`src/rtl/mtr_duty_ctrl.sv`:
```
// Motor duty controller: signed speed command -> slew-limited PWM duty plus direction outputs with dead time.
// Build option: define MTR_DUTY_SLEW_EN to ramp duty by SLEW_STEP per PWM period; otherwise duty jumps.
module mtr_duty_ctrl #(
  parameter logic [10:0] MIN_DUTY   = 11'd64,
  parameter logic [10:0] SLEW_STEP  = 11'd32,
  parameter int          DEAD_TICKS = 2
) (
  input  logic        clk,
  input  logic        rst,
  input  logic [11:0] spd,
  input  logic        spd_vld,
  output logic [10:0] duty,
  output logic        fwd,
  output logic        rev,
  output logic        busy
);

  typedef enum logic [1:0] {STOP, FWD, REV, DEAD} state_t;

`ifdef MTR_DUTY_SLEW_EN
  localparam logic [10:0] STEP_EFF = SLEW_STEP;
`else
  // A full-scale step lets every move complete within a single period.
  localparam logic [10:0] STEP_EFF = SLEW_STEP | 11'h7FF;
`endif
  localparam logic [7:0] DEAD_LAST = 8'(DEAD_TICKS - 1);

  state_t      state_q, state_d;
  logic [10:0] cnt_q, cnt_d;
  logic [11:0] tgt_q, tgt_d;
  logic [10:0] duty_q, duty_d;
  logic        fwd_q, fwd_d;
  logic        rev_q, rev_d;
  logic [7:0]  dead_q, dead_d;

  logic        tick;
  logic        tgt_zero, tgt_pos, tgt_neg, same_dir;
  logic [11:0] tgt_mag;
  logic [12:0] tgt_sum;
  logic [10:0] tgt_duty;

  function automatic logic [10:0] step_toward(input logic [10:0] cur, input logic [10:0] dst);
    logic [10:0] diff;
    if (dst >= cur) begin
      diff = dst - cur;
      step_toward = (diff > STEP_EFF) ? cur + STEP_EFF : dst;
    end else begin
      diff = cur - dst;
      step_toward = (diff > STEP_EFF) ? cur - STEP_EFF : dst;
    end
  endfunction

  assign tick     = (cnt_q == 11'h7FF);
  assign tgt_zero = (tgt_q == 12'd0);
  assign tgt_neg  = tgt_q[11];
  assign tgt_pos  = !tgt_neg && !tgt_zero;
  assign same_dir = (state_q == FWD && tgt_pos) || (state_q == REV && tgt_neg);

  // -2048 has no positive twin in 12 bits, so it is pinned to 2047.
  assign tgt_mag  = (tgt_q == 12'h800) ? 12'd2047 : (tgt_neg ? 12'd0 - tgt_q : tgt_q);
  assign tgt_sum  = {1'b0, tgt_mag} + {2'b00, MIN_DUTY};
  assign tgt_duty = tgt_zero ? 11'd0 : ((tgt_sum > 13'd2047) ? 11'h7FF : tgt_sum[10:0]);

  always_comb begin
    cnt_d   = cnt_q + 11'd1;
    tgt_d   = spd_vld ? spd : tgt_q;
    state_d = state_q;
    duty_d  = duty_q;
    dead_d  = dead_q;
    if (tick) begin
      unique case (state_q)
        STOP: begin
          if (tgt_pos) begin
            state_d = FWD;
            duty_d  = step_toward(11'd0, tgt_duty);
          end else if (tgt_neg) begin
            state_d = REV;
            duty_d  = step_toward(11'd0, tgt_duty);
          end
        end
        FWD, REV: begin
          if (same_dir) begin
            duty_d = step_toward(duty_q, tgt_duty);
          end else if (duty_q != 11'd0) begin
            duty_d = step_toward(duty_q, 11'd0);
          end else if (tgt_zero) begin
            state_d = STOP;
          end else begin
            state_d = DEAD;
            dead_d  = 8'd0;
          end
        end
        DEAD: begin
          if (dead_q == DEAD_LAST) begin
            dead_d = 8'd0;
            if (tgt_pos) begin
              state_d = FWD;
              duty_d  = step_toward(11'd0, tgt_duty);
            end else if (tgt_neg) begin
              state_d = REV;
              duty_d  = step_toward(11'd0, tgt_duty);
            end else begin
              state_d = STOP;
            end
          end else begin
            dead_d = dead_q + 8'd1;
          end
        end
      endcase
    end
    fwd_d = (state_d == FWD);
    rev_d = (state_d == REV);
  end

  always_ff @(posedge clk) begin
    if (rst) begin
      state_q <= STOP;
      cnt_q   <= 11'd0;
      tgt_q   <= 12'd0;
      duty_q  <= 11'd0;
      fwd_q   <= 1'b0;
      rev_q   <= 1'b0;
      dead_q  <= 8'd0;
    end else begin
      state_q <= state_d;
      cnt_q   <= cnt_d;
      tgt_q   <= tgt_d;
      duty_q  <= duty_d;
      fwd_q   <= fwd_d;
      rev_q   <= rev_d;
      dead_q  <= dead_d;
    end
  end

  // Busy also covers a pending direction change whose duty happens to match the new target.
  assign busy = (state_q == DEAD) || (duty_q != tgt_duty) ||
                ((state_q == FWD || state_q == REV) && !same_dir);
  assign duty = duty_q;
  assign fwd  = fwd_q;
  assign rev  = rev_q;

endmodule

```
`config.mk`:
```
export PLATFORM = sky130hd
export DESIGN_NAME = mtr_duty_ctrl
export DESIGN_NICKNAME = d
export VERILOG_FILES = /design/src/rtl/mtr_duty_ctrl.sv
export SDC_FILE = /design/constraint.sdc
export NUM_CORES = 1
export LEC_CHECK = 0
export BUFFER_PORTS_ARGS = -buffer_cell sky130_fd_sc_hd__buf_2
export CORE_ASPECT_RATIO = 0.7
export CORE_MARGIN = 1
export CORE_UTILIZATION = 43
export CTS_BUF_LIST = sky130_fd_sc_hd__clkbuf_16
export DETAILED_ROUTE_END_ITERATION = 16
export GPL_ROUTABILITY_DRIVEN = 1
export SLEW_MARGIN = 10
export SYNTH_ARGS = -nofsm -noshare
export SYNTH_HDL_FRONTEND = slang
export SYNTH_SLANG_ARGS = --single-unit
```
`constraint.sdc`:
```
create_clock -name clk -period 4.3 [get_ports clk]
set_input_delay 0.86 -clock clk [delete_from_list [all_inputs] [get_ports clk]]
set_output_delay 0.86 -clock clk [all_outputs]
set_load 0.05 [all_outputs]
```
==> summary.md, run 1 <==
| Metric | Value |
|---|---|
| CP Capture Type | `output pin` |
| Vias | `2712` |
| Max-cap violations | `0` |
| H-tree lvl count | `2` |
| Post-Synthesis Cells | `355` |
| Async set-reset flop share out of synthesis | `0%` |
| Avg Inst Size Synth | `8.42 sq um` |
| Core Footprint | `6730 sq um` |
| Synth cell types | `59` |
| Final number of setup-violating endpoints | `0` |
| Initial Util | `44.4%` |
| Final Hold Violating Endpoints | `0` |
| Clock Path Buffers | `2` |
| Hold_buf cts | `0` |
| Fmax | `233 MHz` |
| Hold path cells | `1` |
| Final setup TNS | `0 ns` |
| Area taken by multi-input logic gates | `2040 sq um` |
| Final min period | `4.30 ns` |
| Setup crit end | `busy` |
| Die area | `7290 sq um` |
| Max-slew violation count | `0` |
| Number of synthesized flops with an enable pin | `0` |
| Hpwl dp | `5420 microns` |
| CTS Buf Count | `5` |
| TritonCTS clock tree | `done` |
| Share of layout cells above drive strength 1 | `24.7%` |
| Layout Nets | `430` |
| Max IR drop VDD | `0.000192 V` |
| Flop2flop setup slack | `1.21 ns` |
| Vias in the first global route | `2438` |
| RSZ-0062 raised after global routing | `true` |
| First-pass GRT wire length | `12200 microns` |
| Final Worst Setup Slack | `0.00256 ns` |
| # fillers | `655` |
| Status | `completed` |
| Final period utilization | `99.9%` |
| Commonest cells post-synth | `dfxtp_1 (46), nor2_1 (36), inv_1 (26)` |
| Worst-Margin Slew | `0.884 ns` |
| Worst Setup Path Type | `flop to output pin` |
| Reg area | `925 sq um` |
| Cell depth of the worst flop-to-flop path | `7` |
| Largest cells by area after synthesis | `dfxtp_1 (31%), ha_1 (9.6%), nor2_1 (4.5%), mux2i_1 (4.0%), xor2_1 (3.8%)` |
| Syn nets | `393` |
| DRC | `0` |
| Die H | `71.7 microns` |
| Crit-path max FO | `5` |
| Worst-Skew Late Latency | `0.29 ns` |
| Place WS | `0.132 ns` |
| Synth warnings | `0` |
| GRT Util Overall | `21.4%` |
| Hold WC Path Type | `flop to flop` |
| Cell Rows | `25` |
| GP Congestion | `0.822` |
| Worst EP arrival | `3.44 ns` |
| Die Width | `102 microns` |
| Number of I/O pins | `29` |
| CP required | `3.44 ns` |
| Post-DRT Antenna Nets | `0` |
| Final wirelength | `7580 microns` |
| Slew margin rel. | `40.9%` |
| Worst Setup SP | `tgt_q[1]` |
| I/O Buffers | `28` |
| Most common flop cell mapped by yosys | `dfxtp_1` |
| Sink Count | `46` |
| Drt initial violations | `166` |
| Area delta synth->final | `22.6%` |
| Clock Tree Root | `clkbuf_16` |
| Most numerous cell in the Yosys netlist | `dfxtp_1` |
| DR pass1 iterations | `4` |
| Synthesized area | `2990 sq um` |
| Startpoint types | `flop` |
| Worst Skew | `0.00484 ns` |
| Reg clk slew, reported paths | `0.07 ns` |
| Dominant cell type by area after synthesis | `dfxtp_1` |
| FF-to-FF End | `duty[4]` |
| Routed len/inst | `15.6 microns` |
| Seq cells post-synth | `46` |
| Total gr overflow | `0` |
| Cell Pwr Density | `299 nW/um^2` |
| Sequential share of the synthesized area | `30.8%` |
| Largest net degree at the start of global routing | `36` |
| Leak | `0.00148 uW` |
| Reg-to-Reg Start | `tgt_q[4]` |
| ANT cells | `0` |
| Tot Pwr | `1100 uW` |
| Initial antenna violation count | `0` |
| Synth top area share | `30.8%` |
| Vias/cell | `5.57` |
## how the worst min path moves through the flow
stage | endpoint | from | slack (ns)
5_1_grt | cnt_q[0] | cnt_q[0] | 0.46
6_report | cnt_q[0] | cnt_q[0] | 0.45
2_1_floorplan | cnt_q[0] | cnt_q[0] | 0.42
4_1_cts | cnt_q[0] | cnt_q[0] | 0.46
3_3_place_gp | cnt_q[0] | cnt_q[0] | 0.43
3_5_place_dp | cnt_q[0] | cnt_q[0] | 0.44
## through the flow
stage / cells / hold WS (ns) / utilization, % / area (sq um)
after floorplan: 355 / 0.418 / - / 2990
after global placement: 471 / 0.430 / 48.3 / 3250
after detailed placement: 471 / 0.444 / 48.3 / 3250
after CTS: 484 / 0.455 / 52.0 / 3500
after global routing: 487 / 0.461 / 54.5 / 3660
final: 487 / 0.452 / 54.5 / 3660
## report_power, final
part	total, uW	internal [uW]	switching (uW)
clock	446	275	171
combinational	203	89.3	114
sequential	446	435	11.1
## registers in the layout (all words and copies together) (netlist names)
register,cells
cnt_q,11
dead_q,8
duty,11
fwd,1
rev,1
state_q,2
tgt_q,12
## layer usage
metal  share of wire (%)  global-route usage [%]  vias up
li1                    -                       -     1366
met1                  52                    33.0     1268
met2                  41                    31.0       72
met3                 5.4                    3.71        6
met4                0.88                    3.54        0
met5                   0                       0        -
## logic make-up (layout without fill, tap and decap cells)
kind of cell	Yosys count	count (layout)	share of synthesized area, %
flip-flops	46	46	30.8
AO/OA/AOI/OAI	71	71	16.8
AND/OR/NAND/NOR	136	137	26.0
adder cells (fa/ha/maj)	23	23	9.63
multiplexers	14	14	4.77
buffers and inverters	47	84	6.70
XOR/XNOR	18	18	5.28
## area by class of cell
cell class | instances | area share, %
inverter | 28 | 2.94
multi-input combinational | 263 | 55.8
timing repair buffer | 48 | 8.20
clock buffer | 5 | 3.42
sequential | 46 | 25.2
clock inverter | 3 | 1.20
tap | 94 | 3.21
## critical path: stages (launching register included)
cell and delay, ns:
dfxtp_2 0.33, inv_2 0.07, ha_4 0.13, or3b_4 0.37
or4_4 0.53, o211a_4 0.17, and4_4 0.16, nor4_4 0.27
inv_1 0.07, ha_1 0.27, nand4b_1 0.08, or4_4 0.53
buf_8 0.17
## placed cells by master (no fill, tap or decap), types with 4 or more instances in the layout
cell / Yosys / routed
o211ai_1: 5 / 5
nor2_1: 36 / 36
nand2_1: 14 / 14
nor3_1: 10 / 10
or3_4: 0 / 4
dfxtp_1: 46 / 43
nand4_1: 10 / 10
nor2b_1: 4 / 4
inv_1: 26 / 22
clkbuf_16: 0 / 5
nor4_4: 2 / 4
a21oi_1: 13 / 12
xnor2_1: 5 / 5
buf_2: 1 / 27
nor4_1: 8 / 7
mux2i_1: 12 / 12
o31ai_1: 9 / 7
buf_4: 0 / 20
nand3_1: 11 / 11
or3_1: 10 / 6
inv_2: 2 / 5
nor3b_1: 4 / 4
ha_1: 23 / 21
and3_1: 5 / 5
a32o_1: 4 / 4
o21ai_0: 13 / 12
xor2_1: 13 / 13
## timing repair
action	4_1_cts	5_1_grt
pin swaps	3	20
setup endpoints to repair	1	1
buffers inserted	5	2
resized for setup	10	31
gates cloned	0	1
(Power assumes the default switching activity.)
==> run 2, diff against run 1 <==
clock period = 3.7 ns   (was 4.3 ns; I/O delays follow)
==> run 2 against run 1 <==
Against the previous run:
- the flow now finishes with violations (setup timing)
- clock power grew 3%
- combinational power increased by 26%
- routed wire length down 4.0%
- register-to-register slack worse by 0.32 ns
- critical path type unchanged
- power grew 12%
- count of clock-buffer cells in the layout stayed put
- largest power group unchanged
- critical path depth stayed put
- cell area up 1.9%
- utilization grew 1.0 points
==> summary.md, run 2 (synthesized netlist as in run 1, its figures left out) <==
| Metric | Value |
|---|---|
| Status | `finished with violations` |
| Failing checks | `setup timing` |
| Sink Count | `46 (unchanged)` |
| CP bufs+invs | `3 (unchanged)` |
| GP Congestion | `0.833 (+1.4%)` |
| Fmax | `239 MHz` |
| H-tree lvl count | `2 (unchanged)` |
| Die area | `7290 sq um (unchanged)` |
| Final Hold Violating Endpoints | `0 (unchanged)` |
| DRC | `0 (unchanged)` |
| TritonCTS clock tree | `done` |
| Commonest non-fill, non-tap cell in the layout | `buf_4` |
| Cell area after layout | `3730 sq um (+1.9%)` |
| Layout Nets | `455 (+5.8%)` |
| Vias | `2760 (+1.8%)` |
| Final wirelength | `7280 microns (-4.0%)` |
| Post-CTS setup buffers | `0 (-5)` |
| Routed len/inst | `14.2 microns (-8.6%)` |
| Hpwl dp | `5640 microns (+4.0%)` |
| Placed cells | `504 (+7.0%)` |
| Worst-Margin Slew | `0.964 ns (+0.0801 ns)` |
| Initial antenna violation count | `0 (unchanged)` |
| ANT cells | `0 (unchanged)` |
| Highest-count cells in the layout ignoring fill and taps | `buf_4 (46), dfxtp_1 (43), nor2_1 (36), buf_2 (27), inv_1 (23)` |
| First-pass GRT wire length | `12100 microns (-0.80%)` |
| CP Capture Type | `output pin` |
| RSZ-0062 raised after global routing | `true` |
| Clock Path Buffers | `2 (unchanged)` |
| CP top delay family | `simple AND/OR/NAND/NOR gates` |
| Slew margin rel. | `35.6% (-5.4 points)` |
| Drt initial violations | `156 (-6.0%)` |
| DR pass1 iterations | `4 (unchanged)` |
| Crit-path max FO | `6 (+1)` |
| Area delta synth->final | `24.9%` |
| Die H | `71.7 microns (unchanged)` |
| Cell Rows | `25 (unchanged)` |
| Core Footprint | `6730 sq um (unchanged)` |
| Worst Setup Path Type | `flop to output pin` |
| Cell Pwr Density | `329 nW/um^2 (+10%)` |
| Final Worst Setup Slack | `-0.491 ns (-0.493 ns)` |
| Crit-path slowest cell | `or4_4` |
| Number of I/O pins | `29 (unchanged)` |
| Max-cap violations | `0 (unchanged)` |
| Worst Skew | `0.00766 ns (+0.00282 ns)` |
| Largest net degree at the start of global routing | `36 (unchanged)` |
| Total gr overflow | `0 (unchanged)` |
| GRT Util Overall | `21.2% (-0.16 points)` |
| Vias in the first global route | `2527 (+3.7%)` |
| # fillers | `661 (+0.92%)` |
| Share of layout cells above drive strength 1 | `26.6% (+1.9 points)` |
| CP required | `2.96 ns (-0.48 ns)` |
| Max reg flops | `12 (unchanged)` |
| Startpoint types | `flop` |
| Non-filler cells, final | `512 (+5.1%)` |
| I/O Buffers | `28 (unchanged)` |
| Vias/cell | `5.39 (-3.2%)` |
| Most frequent CP cell | `or4_4` |
| Largest register by flop count | `tgt_q` |
| Final min period | `4.19 ns` |
| Max-slew violation count | `0 (unchanged)` |
| CTS Buf Count | `5 (unchanged)` |
| Final number of setup-violating endpoints | `1 (+1)` |
| Post-DRT Antenna Nets | `0 (unchanged)` |
| Leak | `0.00158 uW (+6.8%)` |
| Final period utilization | `113%` |
| Area of placed instances | `3550 sq um (+9.4%)` |
| Worst-Skew Late Latency | `0.29 ns (about the same)` |
| Clock Tree Root | `clkbuf_16` |
| Worst EP arrival | `3.45 ns (about the same)` |
| Hold WC Path Type | `flop to flop` |
| Hold_buf cts | `0 (unchanged)` |
| Die Width | `102 microns (unchanged)` |
| Initial Util | `44.4% (unchanged)` |
| Critical path, cell by cell | `inv_2 > ha_4 > or3b_4 > or4_4 > o211a_4 > and4_4 > nor4_4 > inv_1 > ha_1 > nand4b_1 > or4_4 > buf_8` |
| Max IR drop VDD | `0.000198 V (+3.1%)` |
| Reg clk slew, reported paths | `0.07 ns (about the same)` |
| Worst stage delay on the critical path | `0.53 ns (about the same)` |
## run 2: power by group
| part | total, uW | switching (uW) | leakage (uW) | internal (uW) |
|---|---|---|---|---|
| Clock | 458 | 205 | 0.0000664 | 253 |
| Sequential | 515 | 9.47 | 0.000375 | 506 |
| Combinational | 255 | 130 | 0.00114 | 126 |
## run 2: timing repair
item	4_1_cts	5_1_grt
pin swaps	2	0
endpoints found under the setup margin	1	1
gates resized for setup	4	3
## run 2: through the flow
| step | worst slack, ns | util, % | power [uW] | hold WS [ns] | setup TNS, ns |
|---|---|---|---|---|---|
| 2_1_floorplan | -0.208 | - | 676 | 0.418 | -0.208 |
| 6_report | -0.491 | 55.5 | 1230 | 0.451 | -0.491 |
| 3_3_place_gp | -0.188 | 52.8 | 774 | 0.428 | -0.188 |
| 5_1_grt | -0.616 | 55.5 | 1290 | 0.472 | -0.616 |
| 4_1_cts | -0.496 | 55.3 | 1230 | 0.452 | -0.496 |
| 3_5_place_dp | -0.236 | 52.8 | 775 | 0.443 | -0.236 |
## run 2: path summary, 6_finish.rpt
check / from / to / slack, ns / depth (start not counted)
hold reg to reg: cnt_q[0] / cnt_q[0] / 0.45 / 1
hold / removal: cnt_q[0] / cnt_q[0] / 0.45 / 1
setup reg to reg: tgt_q[3] / duty[3] / 0.89 / 8
setup / recovery: tgt_q[0] / busy / -0.49 / 12
## run 2: worst reg2reg max path: cells and delay by family (launching register included)
kind                   cells  cell delay, ns
flip-flops                 1            0.34
buffers and inverters      2            0.44
AO/OA/AOI/OAI              3            0.89
AND/OR/NAND/NOR            3            1.03
## run 2: final cells by class
cell class | count | area [sq um] | area share [%]
repair buffers | 74 | 495 | 13.3
inverters | 28 | 105 | 2.82
clock buffers | 5 | 125 | 3.35
flip-flops and latches | 46 | 925 | 24.8
well taps | 94 | 118 | 3.15
multi-input cells | 262 | 1940 | 52.0
clock inverters | 3 | 23.8 | 0.637
## run 2: routing by layer
layer  vias to the layer above  GRT usage (%)  share of wire, %
met1                      1251           32.0                52
li1                       1419              -                 -
met2                        84           31.3                41
met4                         0           4.35              0.71
met3                         6           3.61               5.5
met5                         -              0                 0
==> run 3, diff against run 2 <==
CORE_ASPECT_RATIO = 1.5   (was 0.7)
==> run 3 against run 2 <==
Against the previous run:
- highest routed layer unchanged
- die area about the same
- flip-flop and latch count unchanged
- cell count is 3.5% lower
- sequential power barely moved
- first-iteration DRC count shrank 46%
- utilization is 0.89 points higher
- critical path type unchanged
- critical path depth did not move
- non-clock buffer count did not move
- routed wire length rose by 0.26%
- setup slack worse by 0.0095 ns
- largest power group unchanged
- the run still ends with setup timing left
- cell area barely moved
==> summary.md, run 3 (synthesized netlist as in run 1, its figures left out) <==
| Metric | Value |
|---|---|
| TritonCTS clock tree | `done` |
| ANT cells | `0 (unchanged)` |
| Non-filler cells, final | `494 (-3.5%)` |
| Die area | `7290 sq um (about the same)` |
| Vias | `2813 (+1.9%)` |
| I/O Buffers | `28 (unchanged)` |
| GP Congestion | `0.879 (+5.6%)` |
| Final wirelength | `7300 microns (+0.26%)` |
| Crit-path max FO | `7 (+1)` |
| Hold WC Path Type | `flop to flop` |
| GR met2 Demand/Resource | `37.5% (+6.2 points)` |
| # fillers | `636 (-3.8%)` |
| Worst Setup Path Type | `flop to output pin` |
| CTS Buf Count | `5 (unchanged)` |
| Area taken by multi-input logic gates | `1930 sq um (-0.32%)` |
| Number of I/O pins | `29 (unchanged)` |
| GRT Util Overall | `21.6% (+0.42 points)` |
| Max-slew violation count | `0 (unchanged)` |
| GR peak layer | `met2` |
| Hpwl dp | `5770 microns (+2.3%)` |
| Flop2flop setup slack | `0.88 ns (about the same)` |
| CP Capture Type | `output pin` |
| First-pass GRT wire length | `12800 microns (+5.6%)` |
| Status | `finished with violations` |
| Final Hold Violating Endpoints | `0 (unchanged)` |
| RSZ-0062 raised after global routing | `true` |
| Hold Slack | `0.451 ns (-0.000455 ns)` |
| Final period utilization | `114% (+0.26 points)` |
| Reg area | `925 sq um (unchanged)` |
| Placed cells | `486 (-3.6%)` |
| Final number of setup-violating endpoints | `1 (unchanged)` |
| Die H | `104 microns (+45%)` |
| Die Width | `70.1 microns (-31%)` |
| Core Footprint | `6620 sq um (-1.5%)` |
| Initial Util | `45.1% (+0.70 points)` |
| Initial antenna violation count | `0 (unchanged)` |
| Worst-Skew Late Latency | `0.29 ns (about the same)` |
| Largest register by flop count | `tgt_q` |
| Clock Path Buffers | `2 (unchanged)` |
| Drt initial violations | `84 (-46%)` |
| Worst EP arrival | `3.46 ns (about the same)` |
| Reg clk slew, reported paths | `0.06 ns (about the same)` |
| Routed len/inst | `14.8 microns (+3.9%)` |
| Largest net degree at the start of global routing | `36 (unchanged)` |
| Area delta synth->final | `25.0% (about the same)` |
| Highest-count cells in the layout ignoring fill and taps | `buf_4 (45), dfxtp_1 (43), nor2_1 (36), buf_2 (27), inv_1 (24)` |
| Clock Tree Root | `clkbuf_16` |
| CP required | `2.96 ns (about the same)` |
| Fmax | `238 MHz (-0.23%)` |
| Max IR drop VDD | `0.000276 V (+40%)` |
| Slew margin rel. | `50.4% (+15 points)` |
| Leak | `0.00160 uW (+1.3%)` |
| Layout Nets | `455 (unchanged)` |
| DR pass1 iterations | `4 (unchanged)` |
| Total gr overflow | `0 (unchanged)` |
| Post-DRT Antenna Nets | `0 (unchanged)` |
| Failing checks | `setup timing` |
| Max reg flops | `12 (unchanged)` |
| Sink Count | `46 (unchanged)` |
| Worst Skew | `0.00571 ns (-0.00195 ns)` |
| Startpoint types | `flop` |
| Met1 usage | `25.3% (-6.8 points)` |
| Worst-Margin Slew | `0.738 ns (-0.227 ns)` |
| Final Worst Setup Slack | `-0.500 ns (-0.00948 ns)` |
| Share of layout cells above drive strength 1 | `26.1% (-0.48 points)` |
| Final min period | `4.20 ns (+0.00948 ns)` |
| Cell Pwr Density | `343 nW/um^2 (+4.1%)` |
| Vias in the first global route | `2682 (+6.1%)` |
| Global Route met3 Usage | `3.39% (-0.22 points)` |
| Cell Rows | `36 (+44%)` |
| Place WS | `-0.224 ns (+0.0118 ns)` |
| DRC | `0 (unchanged)` |
| Vias/cell | `5.69 (+5.6%)` |
| Post-CTS setup buffers | `0 (unchanged)` |
| H-tree lvl count | `2 (unchanged)` |
| Max-cap violations | `0 (unchanged)` |
| Commonest non-fill, non-tap cell in the layout | `buf_4` |
==> run 3: changes by cell type in the layout (fill, tap and decap cells not counted), sizes merged <==
cell	previous run	this run
bufinv	0	1
clkinvlp	2	1
==> run 3: power by group <==
part           total [uW]  internal (uW)  switching (uW)  leakage [uW]
registers             517            506            10.8      0.000375
clock network         512            316             195     0.0000812
logic                 251            123             127       0.00115
total                1280            946             333       0.00160
==> run 3: path summary, 6_finish.rpt <==
check            from        to  cells past startpoint
min reg2reg  cnt_q[0]  cnt_q[0]                      1
min          cnt_q[0]  cnt_q[0]                      1
max          tgt_q[1]      busy                     12
max reg2reg  tgt_q[3]   duty[2]                      7
==> run 3: through the flow <==
| step | utilization (%) | power, uW | TNS, ns | cell area (sq um) |
|---|---|---|---|---|
| floorplan | - | 676 | -0.208 | 3040 |
| CTS | 56.3 | 1290 | -0.491 | 3730 |
| finish | 56.4 | 1280 | -0.500 | 3730 |
| global route | 56.4 | 1340 | -0.626 | 3730 |
| global placement | 53.5 | 771 | -0.203 | 3540 |
| detailed placement | 53.5 | 775 | -0.224 | 3540 |
==> run 3: layout make-up <==
type                            instances  share of cell area (%)
Clock buffer                            5                    3.35
Clock inverter                          3                    1.11
Inverter                               28                    2.82
Multi-Input combinational cell        262                    51.8
Sequential cell                        46                    24.8
Tap cell                               76                    2.55
Timing Repair Buffer                   74                    13.6
==> run 3: metal layers <==
layer	wire, microns	share of wire [%]	up-vias
met2	3760	51	64
met4	266	3.6	0
met5	0	0	-
met3	213	2.9	19
met1	3070	42	1315
li1	-	-	1415
==> run 3: critical path, stage by stage, from the launching register on <==
cell	delay (ns)
dfxtp_2	0.33
inv_2	0.07
ha_4	0.13
or3b_4	0.38
or4_4	0.53
o211a_4	0.17
and4_4	0.18
o31ai_1	0.22
o21ai_1	0.10
ha_1	0.28
nand4b_1	0.09
or4_4	0.50
buf_8	0.17
==> run 3: timing repair <==
action,in CTS,in global routing
resized for setup,5,1
pin swaps,3,0
setup endpoints to repair,1,1
hold buffers,0,0
